[src/rtl/pe_pkg.sv]
// Shared definitions for the processing-element sequencer: state encodings
// and the default counter width.
package pe_pkg;

  localparam int DEFAULT_CNT_W = 8;

  typedef enum logic [1:0] {
    ST_IDLE  = 2'd0,
    ST_MAC   = 2'd1,
    ST_WRITE = 2'd2,
    ST_DONE  = 2'd3
  } state_t;

endpackage

[src/rtl/pe_sequencer_if.sv]
// Handshake bundle between the PE sequencer, its job requester and the
// ifmap/filter/psum buffer instances. The sequencer only sees valid/ready flags.
interface pe_sequencer_if
  import pe_pkg::*;
#(
  parameter int CNT_W = DEFAULT_CNT_W
);

  logic             start;
  logic [CNT_W-1:0] filt_len;
  logic [CNT_W-1:0] num_out;
  logic             ifmap_valid;
  logic             ifmap_read_en;
  logic             filt_valid;
  logic             filt_read_en;
  logic             mac_en;
  logic             acc_clr;
  logic             psum_ready;
  logic             psum_write_en;
  logic             busy;
  logic             done;

  modport master (
    input  start, filt_len, num_out, ifmap_valid, filt_valid, psum_ready,
    output ifmap_read_en, filt_read_en, mac_en, acc_clr, psum_write_en, busy, done
  );

  modport slave (
    output start, filt_len, num_out, ifmap_valid, filt_valid, psum_ready,
    input  ifmap_read_en, filt_read_en, mac_en, acc_clr, psum_write_en, busy, done
  );

endinterface

[src/rtl/pe_seq_counter.sv]
// Up-counter with synchronous clear and a flag raised when the count equals
// limit-1 (wrapping in CNT_W bits).
module pe_seq_counter #(
  parameter int CNT_W = 8
) (
  input  logic             clk,
  input  logic             rst,
  input  logic             en,
  input  logic             clr,
  input  logic [CNT_W-1:0] limit,
  output logic [CNT_W-1:0] count,
  output logic             last
);

  logic [CNT_W-1:0] count_reg;

  always_ff @(posedge clk or posedge rst) begin
    if (rst) begin
      count_reg <= '0;
    end else if (clr) begin
      count_reg <= '0;
    end else if (en) begin
      count_reg <= count_reg + CNT_W'(1);
    end
  end

  assign count = count_reg;
  assign last  = (count_reg == (limit - CNT_W'(1)));

endmodule

[src/rtl/pe_sequencer.sv]
// Control FSM for one CNN processing element: pops ifmap/filter buffers in
// lockstep, strobes the MAC, and pushes each finished partial sum.
module pe_sequencer
  import pe_pkg::*;
#(
  parameter int CNT_W = DEFAULT_CNT_W
) (
  input  logic           clk,
  input  logic           rst,
  pe_sequencer_if.master bus
);

  state_t           state_reg, state_next;
  logic [CNT_W-1:0] filt_len_reg, num_out_reg;
  logic [CNT_W-1:0] k_count, o_idx_unused;
  logic             k_last, o_last;
  logic             accept, beat, push, zero_cfg;

  assign accept   = (state_reg == ST_IDLE) && bus.start;
  assign beat     = (state_reg == ST_MAC) && bus.ifmap_valid && bus.filt_valid;
  assign push     = (state_reg == ST_WRITE) && bus.psum_ready;
  assign zero_cfg = (bus.filt_len == '0) || (bus.num_out == '0);

  always_ff @(posedge clk or posedge rst) begin
    if (rst) begin
      filt_len_reg <= '0;
      num_out_reg  <= '0;
    end else if (accept) begin
      filt_len_reg <= bus.filt_len;
      num_out_reg  <= bus.num_out;
    end
  end

  // k wraps to 0 on the closing beat of a window so the next window opens with acc_clr
  pe_seq_counter #(.CNT_W(CNT_W)) u_k_counter (
    .clk   (clk),
    .rst   (rst),
    .en    (beat),
    .clr   (accept || (beat && k_last)),
    .limit (filt_len_reg),
    .count (k_count),
    .last  (k_last)
  );

  pe_seq_counter #(.CNT_W(CNT_W)) u_o_counter (
    .clk   (clk),
    .rst   (rst),
    .en    (push),
    .clr   (accept),
    .limit (num_out_reg),
    .count (o_idx_unused),
    .last  (o_last)
  );

  always_ff @(posedge clk or posedge rst) begin
    if (rst) begin
      state_reg <= ST_IDLE;
    end else begin
      state_reg <= state_next;
    end
  end

  always_comb begin
    state_next = state_reg;
    case (state_reg)
      ST_IDLE: begin
        if (bus.start) begin
          state_next = zero_cfg ? ST_DONE : ST_MAC;
        end
      end
      ST_MAC: begin
        if (beat && k_last) begin
          state_next = ST_WRITE;
        end
      end
      ST_WRITE: begin
        if (bus.psum_ready) begin
          state_next = o_last ? ST_DONE : ST_MAC;
        end
      end
      ST_DONE: state_next = ST_IDLE;
      default: state_next = ST_IDLE;
    endcase
  end

  // Strobes are Mealy so a pop/push lands in the same cycle the buffer flag is seen
  always_comb begin
    bus.ifmap_read_en = 1'b0;
    bus.filt_read_en  = 1'b0;
    bus.mac_en        = 1'b0;
    bus.acc_clr       = 1'b0;
    bus.psum_write_en = 1'b0;
    bus.busy          = (state_reg != ST_IDLE);
    bus.done          = (state_reg == ST_DONE);
    case (state_reg)
      ST_MAC: begin
        bus.ifmap_read_en = beat;
        bus.filt_read_en  = beat;
        bus.mac_en        = beat;
        bus.acc_clr       = beat && (k_count == '0);
      end
      ST_WRITE: bus.psum_write_en = bus.psum_ready;
      default: ;
    endcase
  end

endmodule

[src/flat_wrapper.sv]
// flat-port wrapper written by rule: the top's interface ports become plain ports
module pe_sequencer_flat import pe_pkg::*;
#(
  parameter int CNT_W = DEFAULT_CNT_W
)
  (clk, rst, bus_start, bus_filt_len, bus_num_out, bus_ifmap_valid, bus_filt_valid, bus_psum_ready, bus_ifmap_read_en, bus_filt_read_en, bus_mac_en, bus_acc_clr, bus_psum_write_en, bus_busy, bus_done);
  pe_sequencer_if #(.CNT_W(CNT_W)) bus_i ();
  input  logic clk;
  input  logic rst;
  input wire logic [$bits(bus_i.start)-1:0] bus_start;
  input wire logic [$bits(bus_i.filt_len)-1:0] bus_filt_len;
  input wire logic [$bits(bus_i.num_out)-1:0] bus_num_out;
  input wire logic [$bits(bus_i.ifmap_valid)-1:0] bus_ifmap_valid;
  input wire logic [$bits(bus_i.filt_valid)-1:0] bus_filt_valid;
  input wire logic [$bits(bus_i.psum_ready)-1:0] bus_psum_ready;
  output wire logic [$bits(bus_i.ifmap_read_en)-1:0] bus_ifmap_read_en;
  output wire logic [$bits(bus_i.filt_read_en)-1:0] bus_filt_read_en;
  output wire logic [$bits(bus_i.mac_en)-1:0] bus_mac_en;
  output wire logic [$bits(bus_i.acc_clr)-1:0] bus_acc_clr;
  output wire logic [$bits(bus_i.psum_write_en)-1:0] bus_psum_write_en;
  output wire logic [$bits(bus_i.busy)-1:0] bus_busy;
  output wire logic [$bits(bus_i.done)-1:0] bus_done;
  assign bus_i.start = bus_start;
  assign bus_i.filt_len = bus_filt_len;
  assign bus_i.num_out = bus_num_out;
  assign bus_i.ifmap_valid = bus_ifmap_valid;
  assign bus_i.filt_valid = bus_filt_valid;
  assign bus_i.psum_ready = bus_psum_ready;
  assign bus_ifmap_read_en = bus_i.ifmap_read_en;
  assign bus_filt_read_en = bus_i.filt_read_en;
  assign bus_mac_en = bus_i.mac_en;
  assign bus_acc_clr = bus_i.acc_clr;
  assign bus_psum_write_en = bus_i.psum_write_en;
  assign bus_busy = bus_i.busy;
  assign bus_done = bus_i.done;
  pe_sequencer #(.CNT_W(CNT_W)) u_core (.clk(clk), .rst(rst), .bus(bus_i));
endmodule
[config.mk]
export PLATFORM = sky130hd
export DESIGN_NAME = pe_sequencer_flat
export DESIGN_NICKNAME = d
export VERILOG_FILES = /design/src/rtl/pe_pkg.sv /design/src/rtl/pe_sequencer_if.sv /design/src/rtl/pe_seq_counter.sv /design/src/rtl/pe_sequencer.sv /design/src/flat_wrapper.sv
export SDC_FILE = /design/constraint.sdc
export NUM_CORES = 1
export LEC_CHECK = 0
export BUFFER_PORTS_ARGS = -buffer_cell sky130_fd_sc_hd__buf_2
export CORE_MARGIN = 4
export CORE_UTILIZATION = 55
export CTS_BUF_LIST = sky130_fd_sc_hd__clkbuf_8
export DETAILED_ROUTE_END_ITERATION = 10
export GPL_ROUTABILITY_DRIVEN = 0
export PLACE_DENSITY = 0.78
export SLEW_MARGIN = 40
export SYNTH_ARGS = -nofsm -noshare
export SYNTH_HDL_FRONTEND = slang
export SYNTH_SLANG_ARGS = --single-unit
[constraint.sdc]
create_clock -name clk -period 2.6 [get_ports clk]
set_input_delay 0.13 -clock clk [delete_from_list [all_inputs] [get_ports clk]]
set_output_delay 0.13 -clock clk [all_outputs]
set_load 0.05 [all_outputs]
==> flow_summary_export.csv, run 1 <==
group,metric,value,unit
layout,drive_gt1_frac,0.2244,
synth,synth_cells,226,
hold_path,hp-class,"input port to flip-flop",
layout,areaGrowthSynthToFinish,12.76,%
timing,finalCritPeriodShare,0.8309,
synth,async_flop_share,1.000,
timing,finalSetupViolations,0,
flow_run,max_cap_violations,0,
grt,antenna_found_initial,0,
timing,worstMarginPinSlew,0.4390,ns
detailed_routing,drt_iter0_drc,122,
timing,rsz0062_at_grt,"false",
clock_tree,clk_path_buf_depth,2,
worst_setup_path,r2r.worst_path.cells,8,
synth,yosysUniqueCellTypes,41,
grt,track_usage,0.1926,
clock_tree,path_clk_slew,0.07,ns
grt,grt_pass1_vias,1617,
timing,period_minus_slack,2.160,ns
placed_design,place_hpwl,3273,µm
grt,grt_use_met2,0.2886,
layout,mostFrequentLayoutCells,"34 x dfrtp_1, 28 x buf_2, 25 x nor2_1",
power,clockPowerShare,0.168,
grt,grt_util_met1,0.2791,
synth,synth_edf_count,0,
grt,use_met3,0.04460,
timing,tns,0,ns
power,p_leak,0.001095,µW
power,p_sw_frac,0.4204,
floorplanning,die_y,70.19,µm
timing,hold_viol_final,0,
detailed_routing,via_per_inst,5.642,
detailed_routing,drc,0,
layout,utilization,0.6503,
layout,layout_commonest_cell,"dfrtp_1",
layout,regArea,850.8,µm²
detailed_routing,first_pass_iters,4,
clock_tree,cts_inserted_buffers,5,
timing,slew_headroom,0.7073,
worst_setup_path,cp_max_fo,8,
power,p_comb_frac,0.421,
synth,synth.cell_area,2127,µm²
clock_tree,cts_tree,"built",
clock_tree,clk_latency,0.29,ns
synth,synth-seq-cells,34,
grt,overflow,0,
timing,fin_worst_skew,0.006698,ns
power,ir_worst_vdd,0.5321,mV
clock_tree,cts_sinks,34,
worst_setup_path,cp-end-kind,"flip-flop",
layout,multiInputGateArea,1175,µm²
grt,grt_first_pass_wirelength,7734,µm
detailed_routing,ant_nets,0,
power,internal-power,1396,µW
clock_tree,cts_setup_buffers,0,
outcome,status,"completed",
power,power.density,1004,nW/µm²
worst_setup_path,crit_type,"flip-flop to flip-flop",
synth,yosysSeqAreaShare,0.4000,
detailed_routing,drt_wl_total,4369,µm
placed_design,port_buffers,28,
floorplanning,start_util,0.5767,
floorplanning,die_w,70.19,µm
timing,finalMaxSlewViolations,0,
clock_tree,root_buffer,"clkbuf_8",
power,seq_power_share,0.411,
clock_tree,htreeDepth,2,
floorplanning,ioPinCount,29,
power,power,2408,µW
worst_setup_path,r2r_slack,0.44,ns
clock_tree,post_cts_resized,0,
layout,nFillCells,334,
power,switching_power,1012,µW
layout,fin_nets,280,
timing,fin_ws,0.4398,ns
timing,fmax,0.4629,GHz
detailed_routing,wl_per_cell,14.47,µm
detailed_routing,vias,1704,
floorplanning,rows,22,
layout,diodes,0,
grt,grt_max_degree,35,
synth,syn_avg_cell_area,9.412,µm²
synth,syn_nets,253,
synth,synthFlopType,"dfrtp_1",
worst_setup_path,cp.required,2.76,ns
worst_setup_path,cp.arrival,2.32,ns
floorplanning,core_area,3689,µm²
placed_design,preCtsSetupSlack,0.4806,ns
worst_setup_path,cp-start-kind,"flip-flop",
synth,ys_warn_count,0,
hold_path,min_path_cells,3,
floorplanning,die_area,4926,µm²
grt,grt-busiest-layer,"met2",
==> area by class of cell <==
cell class	count	area share
Sequential cell	34	0.3547
Multi-Input combinational cell	169	0.4898
Clock buffer	6	0.03443
Inverter	10	0.01565
Timing Repair Buffer	33	0.07512
Tap cell	48	0.02504
Clock inverter	2	0.005216
==> through the flow <==
stage / hold slack, ns / instance area (µm²) / cells
finish: 0.06283 / 2399 / 302
global route: 0.07781 / 2399 / 302
CTS: 0.05824 / 2399 / 302
detailed placement: 0.2504 / 2293 / 293
global placement: 0.2460 / 2293 / 293
floorplan: 0.2468 / 2133 / 226
==> critical path, stage by stage (launching register included) <==
cell	delay [ns]
dfrtp_1	0.44
inv_1	0.10
ha_1	0.30
nand2b_1	0.11
o211a_1	0.21
o31a_1	0.24
a211oi_2	0.22
or2_1	0.31
nor2_1	0.10
==> Yosys cell counts, types with 5 or more instances <==
library cell  count  area share
a21oi_1           9       0.021
buf_2             7       0.016
dfrtp_1          34        0.40
ha_1              5       0.029
inv_1            10       0.018
mux2_2           11       0.058
nand2_1          14       0.025
nand2b_1          9       0.026
nand4_1           7       0.021
nor2_1           26       0.046
nor3_1            6       0.014
nor4_1            5       0.015
o21ai_0          10       0.024
xnor2_1          15       0.062
xor2_1           15       0.062
==> final timing paths <==
kind	from	end
min reg2reg	u_core.filt_len_reg[7]	u_core.filt_len_reg[7]
max reg2reg	u_core.filt_len_reg[0]	u_core.u_k_counter.count[3]
max in group asynchronous	rst	u_core.filt_len_reg[4]
max	u_core.filt_len_reg[0]	u_core.u_k_counter.count[3]
min	bus_num_out[1]	u_core.num_out_reg[1]
min in group asynchronous	rst	u_core.u_k_counter.count[6]
==> power by group through the flow <==
stage	combinational [µW]	clock, µW	sequential, µW
finish	1010	405	989
detailed placement	1010	0	991
CTS	1020	415	984
global placement	988	0	983
floorplan	888	0	886
global route	1140	438	1030
==> cell families (layout without fill, tap and decap cells) <==
kind of cell / Yosys count / after routing / synth area share
compound gates: 37 / 37 / 0.1141
flops: 34 / 34 / 0.4000
xor+xnor: 30 / 30 / 0.1235
buf+inv: 23 / 51 / 0.05176
simple gates: 85 / 85 / 0.2182
fa+ha+maj: 5 / 5 / 0.02941
mux: 12 / 12 / 0.06294
==> repair_timing <==
action / in CTS / in global routing
hold endpoints to repair: 34 / 0
setup endpoints to repair: 0 / 0
hold buffers: 1 / 0
==> per-layer routing <==
layer | wire [µm] | up-vias | part of all wire
li1 | - | 842 | -
met1 | 2082 | 811 | 0.48
met2 | 1998 | 42 | 0.46
met3 | 226 | 9 | 0.052
met4 | 61 | 0 | 0.014
met5 | 0 | - | 0
(Power assumes the default switching activity.)
==> run 2: changes to the inputs <==
--- a/config.mk
+++ b/config.mk
@@ -5,13 +5,14 @@
 export SDC_FILE = /design/constraint.sdc
 export NUM_CORES = 1
 export LEC_CHECK = 0
+export ABC_AREA = 1
 export BUFFER_PORTS_ARGS = -buffer_cell sky130_fd_sc_hd__buf_2
 export CORE_MARGIN = 4
 export CORE_UTILIZATION = 55
 export CTS_BUF_LIST = sky130_fd_sc_hd__clkbuf_8
 export DETAILED_ROUTE_END_ITERATION = 10
 export GPL_ROUTABILITY_DRIVEN = 0
-export PLACE_DENSITY = 0.78
+export PLACE_DENSITY = 0.77
 export SLEW_MARGIN = 40
 export SYNTH_ARGS = -nofsm -noshare
 export SYNTH_HDL_FRONTEND = slang
==> constraint.sdc (replaced) <==
create_clock -name clk -period 2.1 [get_ports clk]
set_input_delay 0.105 -clock clk [delete_from_list [all_inputs] [get_ports clk]]
set_output_delay 0.105 -clock clk [all_outputs]
set_load 0.05 [all_outputs]
==> run 2 against run 1 <==
Global-route usage increased by 2.4 points. Register-to-register slack lost 0.06 ns. Core utilization fell by 0.69 points. Wire length rose by 11%. Via count grew 21%. Clock skew down 0.0017 ns. Worst hold slack worse by 0.033 ns. Non-clock buffer count decreased by 1. Combinational power rose by 55%. Area after synthesis up 6.4%. First-iteration DRC count is 12% lower. Clock-buffer cell count unchanged. Critical endpoint is now bus_acc_clr.
==> flow_summary_export.csv, run 2 <==
group,metric,value,unit
outcome,status,"completed",
power,ir_worst_vdd,0.8369,mV
placed_design,port_buffers,28,
layout,layout_commonest_cell,"nand2_1",
worst_setup_path,r2r.worst_path.cells,10,
timing,finalCritPeriodShare,0.8260,
clock_tree,clk_path_buf_depth,2,
synth,synth_cells,332,
layout,mostFrequentLayoutCells,"106 x nand2_1, 50 x inv_1, 43 x nor2_1",
synth,yosysUniqueCellTypes,28,
synth,synth.cell_area,2263,µm²
detailed_routing,top_layer_used,"met4",
detailed_routing,first_pass_iters,5,
power,power.density,1227,nW/µm²
synth,synthFlopType,"dfrtp_1",
detailed_routing,wl_per_cell,11.63,µm
clock_tree,clk_latency,0.29,ns
floorplanning,die_area,5206,µm²
worst_setup_path,cp.arrival,1.63,ns
grt,grt_first_pass_wirelength,8859,µm
clock_tree,cts_setup_buffers,0,
placed_design,preCtsSetupSlack,0.4171,ns
clock_tree,cts_tree,"built",
grt,track_usage,0.2168,
hold_path,hp-class,"input port to flip-flop",
detailed_routing,drt_wl_total,4850,µm
timing,finalMaxSlewViolations,0,
synth,yosysSeqAreaShare,0.3759,
clock_tree,ctsHoldBuffers,1,
flow_run,max_cap_violations,0,
grt,antenna_found_initial,0,
power,seq_power_share,0.341,
layout,fin_nets,393,
hold_path,min_path_cells,3,
timing,fin_worst_skew,0.004957,ns
synth,synth-seq-cells,34,
clock_tree,post_cts_resized,0,
placed_design,place_hpwl,3751,µm
detailed_routing,via_per_inst,4.938,
detailed_routing,wl_met2,2414,µm
synth,ys_top_cells_by_count,"106 x nand2_1, 50 x inv_1, 44 x nor2_1, 34 x dfrtp_1, 25 x o21ai_0",
detailed_routing,vias,2059,
worst_setup_path,crit_type,"flip-flop to primary output",
synth,synth_edf_count,0,
timing,period_minus_slack,1.735,ns
floorplanning,core_area,4000,µm²
timing,fin_ws,0.3653,ns
timing,tns,0,ns
layout,areaGrowthSynthToFinish,13.71,%
layout,diodes,0,
clock_tree,htreeDepth,2,
clock_tree,cts_inserted_buffers,5,
detailed_routing,ant_nets,0,
timing,hold_viol_final,0,
grt,overflow,0,
power,clockPowerShare,0.162,
synth,synth_most_common_cell,"nand2_1",
timing,fmax,0.5765,GHz
layout,drive_gt1_frac,0.1471,
detailed_routing,drt_iter0_drc,107,
timing,finalSetupViolations,0,
worst_setup_path,slowest_delay,0.41,ns
synth,ys_warn_count,0,
worst_setup_path,cp.required,2.00,ns
grt,grt_max_degree,35,
grt,grt_pass1_vias,2069,
worst_setup_path,cp_cell_sequence,"inv_1 -> nand2_2 -> nor2_8 -> inv_2 -> nor3_2 -> buf_2",
detailed_routing,wl_met1,2126,µm
power,p_comb_frac,0.497,
detailed_routing,drc,0,
floorplanning,die_w,72.15,µm
power,p_sw_frac,0.4733,
synth,syn_avg_cell_area,6.818,µm²
worst_setup_path,slowest_stage,"dfrtp_1",
timing,worstMarginPinSlew,0.4357,ns
synth,yosys-top-cells-area,"dfrtp_1 38%, nand2_1 18%, inv_1 8.3%",
synth,async_flop_share,1.000,
synth,syn_nets,359,
worst_setup_path,cp-start-kind,"flip-flop",
worst_setup_path,cp_max_fo,10,
clock_tree,cts_sinks,34,
timing,rsz0062_at_grt,"false",
power,p_leak,0.001370,µW
synth,yosysTopAreaCell,"dfrtp_1",
worst_setup_path,cp-end-kind,"primary output",
clock_tree,root_buffer,"clkbuf_8",
clock_tree,path_clk_slew,0.07,ns
layout,nFillCells,368,
floorplanning,rows,23,
power,internal-power,1663,µW
synth,synth_top_area_frac,0.3759,
floorplanning,die_y,72.15,µm
floorplanning,ioPinCount,29,
floorplanning,start_util,0.5658,
detailed_routing,wl_met3,239,µm
timing,slew_headroom,0.7095,
power,switching_power,1495,µW
run 2: power groups by stage:
| stage | Clock (µW) | Combinational (µW) | Sequential, µW |
|---|---|---|---|
| after floorplan | 0 | 1280 | 1030 |
| after global placement | 0 | 1530 | 1080 |
| after detailed placement | 0 | 1560 | 1090 |
| after CTS | 532 | 1580 | 1080 |
| after global routing | 554 | 1840 | 1120 |
| final | 511 | 1570 | 1080 |
run 2: final timing paths:
| check | from | end | slack, ns |
|---|---|---|---|
| setup reg to reg | u_core.filt_len_reg[0] | u_core.u_k_counter.count[6] | 0.38 |
| min in group asynchronous | rst | u_core.num_out_reg[4] | 0.45 |
| setup / recovery | u_core.state_reg[1] | bus_acc_clr | 0.37 |
| hold reg to reg | u_core.num_out_reg[7] | u_core.num_out_reg[7] | 0.50 |
| hold / removal | bus_num_out[2] | u_core.num_out_reg[2] | 0.03 |
| max in group asynchronous | rst | u_core.filt_len_reg[2] | 1.34 |
run 2: area by class of cell:
class / count / area [µm²] / area share
multi-input cells: 242 / 1201 / 0.4667
inverters: 51 / 191.4 / 0.07438
flip-flops and latches: 34 / 850.8 / 0.3306
repair buffers: 32 / 172.7 / 0.06709
clock buffers: 6 / 82.58 / 0.03209
clock inverters: 2 / 12.51 / 0.004861
well taps: 50 / 62.56 / 0.02431
run 2: metrics by stage:
stage,std cells,utilization,power (µW),hold slack (ns),area (µm²)
floorplan,332,-,2306,0.2216,2268
global placement,408,0.6171,2608,0.2200,2469
finish,417,0.6434,3158,0.02991,2574
detailed placement,408,0.6171,2650,0.2272,2469
CTS,417,0.6434,3187,0.02070,2574
global route,417,0.6434,3511,0.04161,2574
run 2: metal layers:
layer	up-vias	track usage
met1	918	0.2667
met4	0	0.07933
li1	1094	-
met2	38	0.3741
met3	9	0.04432
met5	-	0
run 2: critical path, delay by kind of cell (launching register included):
| family | cells | cell delay [ns] |
|---|---|---|
| buffers and inverters | 3 | 0.48 |
| DFF | 1 | 0.41 |
| and+or+nand+nor | 3 | 0.44 |
run 2: kinds of logic (layout without fill, tap and decap cells):
group / count (synthesis) / after routing / share of synthesized area
xor gates and xnor gates: 16 / 16 / 0.06191
adders and majority gates: 5 / 5 / 0.02764
buffers and inverters: 56 / 91 / 0.09673
and+or+nand+nor: 187 / 187 / 0.3577
DFF: 34 / 34 / 0.3759
AOI/OAI and AO/OA: 34 / 34 / 0.08015
==> run 3: changes to the inputs <==
==> constraint.sdc (replaced) <==
create_clock -name clk -period 1.8 [get_ports clk]
set_input_delay 0.09 -clock clk [delete_from_list [all_inputs] [get_ports clk]]
set_output_delay 0.09 -clock clk [all_outputs]
set_load 0.05 [all_outputs]
==> run 3 against run 2 <==
Die area did not move. Critical endpoint unchanged. Largest power group unchanged. Clock skew grew 0.00083 ns. Power increased by 22%. Critical path depth unchanged. Clock power rose by 37%. Core utilization is 1.0 points higher. Cell area is 1.6% higher. Wire length up 4.6%.
==> flow_summary_export.csv, run 3 (synthesized netlist as in run 2, its figures left out) <==
group,metric,value,unit
power,p_leak,0.001383,µW
clock_tree,clk_path_buf_depth,2,
worst_setup_path,cp_top_family,"buffers and inverters",
placed_design,dpl_cell_area,2469,µm²
grt,track_usage,0.2149,
grt,grt_first_pass_wirelength,8707,µm
layout,fin_cells,419,
hold_path,min_path_cells,3,
timing,finalSetupViolations,0,
detailed_routing,vias,2073,
floorplanning,rows,23,
placed_design,place_hpwl,3772,µm
placed_design,preCtsSetupSlack,0.1298,ns
floorplanning,die_w,72.15,µm
timing,period_minus_slack,1.703,ns
grt,grt_pass1_vias,2010,
power,ir_worst_vdd,0.7618,mV
worst_setup_path,cp-start-kind,"flip-flop",
layout,mostFrequentLayoutCells,"106 x nand2_1, 47 x inv_1, 43 x nor2_1",
layout,diodes,0,
clock_tree,cts_tree,"built",
power,p_sw_frac,0.4614,
timing,rsz0062_at_grt,"true",
timing,worstMarginPinSlew,0.4400,ns
timing,slew_headroom,0.7066,
clock_tree,root_buffer,"clkbuf_8",
power,power.density,1479,nW/µm²
detailed_routing,via_per_inst,4.947,
detailed_routing,wl_per_cell,12.11,µm
clock_tree,clk_latency,0.29,ns
timing,fin_worst_skew,0.005784,ns
floorplanning,ioPinCount,29,
floorplanning,die_area,5206,µm²
floorplanning,start_util,0.5658,
worst_setup_path,r2r.worst_path.cells,10,
clock_tree,path_clk_slew,0.08,ns
detailed_routing,ant_nets,0,
detailed_routing,drc,0,
worst_setup_path,cp.required,1.71,ns
floorplanning,die_y,72.15,µm
timing,finalMaxSlewViolations,0,
hold_path,hp-class,"input port to flip-flop",
grt,grt_max_degree,35,
placed_design,placed_cells,408,
timing,hold_viol_final,0,
power,clockPowerShare,0.180,
detailed_routing,drt_wl_total,5075,µm
outcome,status,"completed",
worst_setup_path,crit_type,"flip-flop to primary output",
clock_tree,cts_inserted_buffers,5,
power,seq_power_share,0.327,
worst_setup_path,cp_num_buf_inv,3,
layout,stdcell_area,2614,µm²
layout,fin_nets,395,
flow_run,max_cap_violations,0,
timing,fin_ws,0.09657,ns
layout,areaGrowthSynthToFinish,15.48,%
layout,drive_gt1_frac,0.1680,
worst_setup_path,slowest_delay,0.41,ns
clock_tree,htreeDepth,2,
grt,overflow,0,
placed_design,port_buffers,28,
power,switching_power,1784,µW
grt,antenna_found_initial,0,
layout,layout_commonest_cell,"nand2_1",
detailed_routing,drt_iter0_drc,110,
timing,fmax,0.5870,GHz
worst_setup_path,cp.arrival,1.61,ns
worst_setup_path,cp-end-kind,"primary output",
floorplanning,core_area,4000,µm²
detailed_routing,first_pass_iters,5,
timing,finalCritPeriodShare,0.9464,
power,p_comb_frac,0.493,
clock_tree,cts_sinks,34,
power,internal-power,2082,µW
power,power,3866,µW
worst_setup_path,cp_max_fo,10,
worst_setup_path,cp_cell_sequence,"inv_1 -> nand2_2 -> nor2_8 -> inv_2 -> nor3_2 -> clkbuf_4",
worst_setup_path,slowest_stage,"dfrtp_1",
worst_setup_path,cp.depth,6,
[run 3: cell types whose count changed in the layout (fill, tap and decap cells not counted), moves of 2 or more]
cell	delta
inv_2	+3
ha_1	-2
ha_2	+2
buf_4	+2
inv_1	-3
[run 3: repair_timing]
item | 4_1_cts | 5_1_grt
buffers inserted | 0 | 2
hold buffers | 1 | 0
setup endpoints to repair | 0 | 11
resized for setup | 0 | 7
hold endpoints to repair | 34 | 0
[run 3: cell type report]
cell class,instances,area [µm²]
clock buffers,5,68.82
fillers,348,1386
well taps,50,62.56
multi-input cells,242,1210
clock inverters,3,40.04
inverters,51,191.4
flip-flops and latches,34,850.8
repair buffers,34,190.2
[run 3: through the flow]
step | util | setup TNS, ns | hold slack (ns)
global placement | 0.6171 | 0 | 0.2043
global route | 0.6534 | -0.05164 | 0.01711
CTS | 0.6469 | 0 | 0.01572
floorplan | - | 0 | 0.2066
detailed placement | 0.6171 | 0 | 0.2126
finish | 0.6534 | 0 | 0.02269
[run 3: path summary, 6_finish.rpt]
path | startpoint | endpoint | slack (ns)
worst max-delay path | u_core.state_reg[1] | bus_acc_clr | 0.1
worst min-delay path | bus_filt_len[7] | u_core.filt_len_reg[7] | 0.02
worst max register to register | u_core.filt_len_reg[0] | u_core.u_k_counter.count[0] | 0.12
worst min register to register | u_core.num_out_reg[7] | u_core.num_out_reg[7] | 0.49
max in group asynchronous | rst | u_core.u_o_counter.count[1] | 1.05
min in group asynchronous | rst | u_core.num_out_reg[4] | 0.44
[run 3: routing by layer]
| metal | track usage | share of wire |
|---|---|---|
| met1 | 0.2600 | 0.43 |
| met2 | 0.3812 | 0.52 |
| met3 | 0.04709 | 0.039 |
| met4 | 0.06263 | 0.013 |
| met5 | 0 | 0 |
[run 3: power by group through the flow]
| stage | clock [µW] | sequential, µW | combinational, µW |
|---|---|---|---|
| finish | 698 | 1260 | 1910 |
| global route | 747 | 1300 | 2190 |
| CTS | 715 | 1260 | 1850 |
| detailed placement | 0 | 1270 | 1830 |
| global placement | 0 | 1260 | 1780 |
| floorplan | 0 | 1200 | 1490 |
[run 3: worst reg2reg max path, stage by stage, from the launching register on]
cell and delay, ns:
dfrtp_1 0.41, inv_2 0.07, ha_2 0.27, nand2_1 0.06, inv_1 0.04, nor2_1 0.10, nand3_2 0.07, nor2_2 0.09
nand3_2 0.10, o21ai_4 0.27, nor3_1 0.07
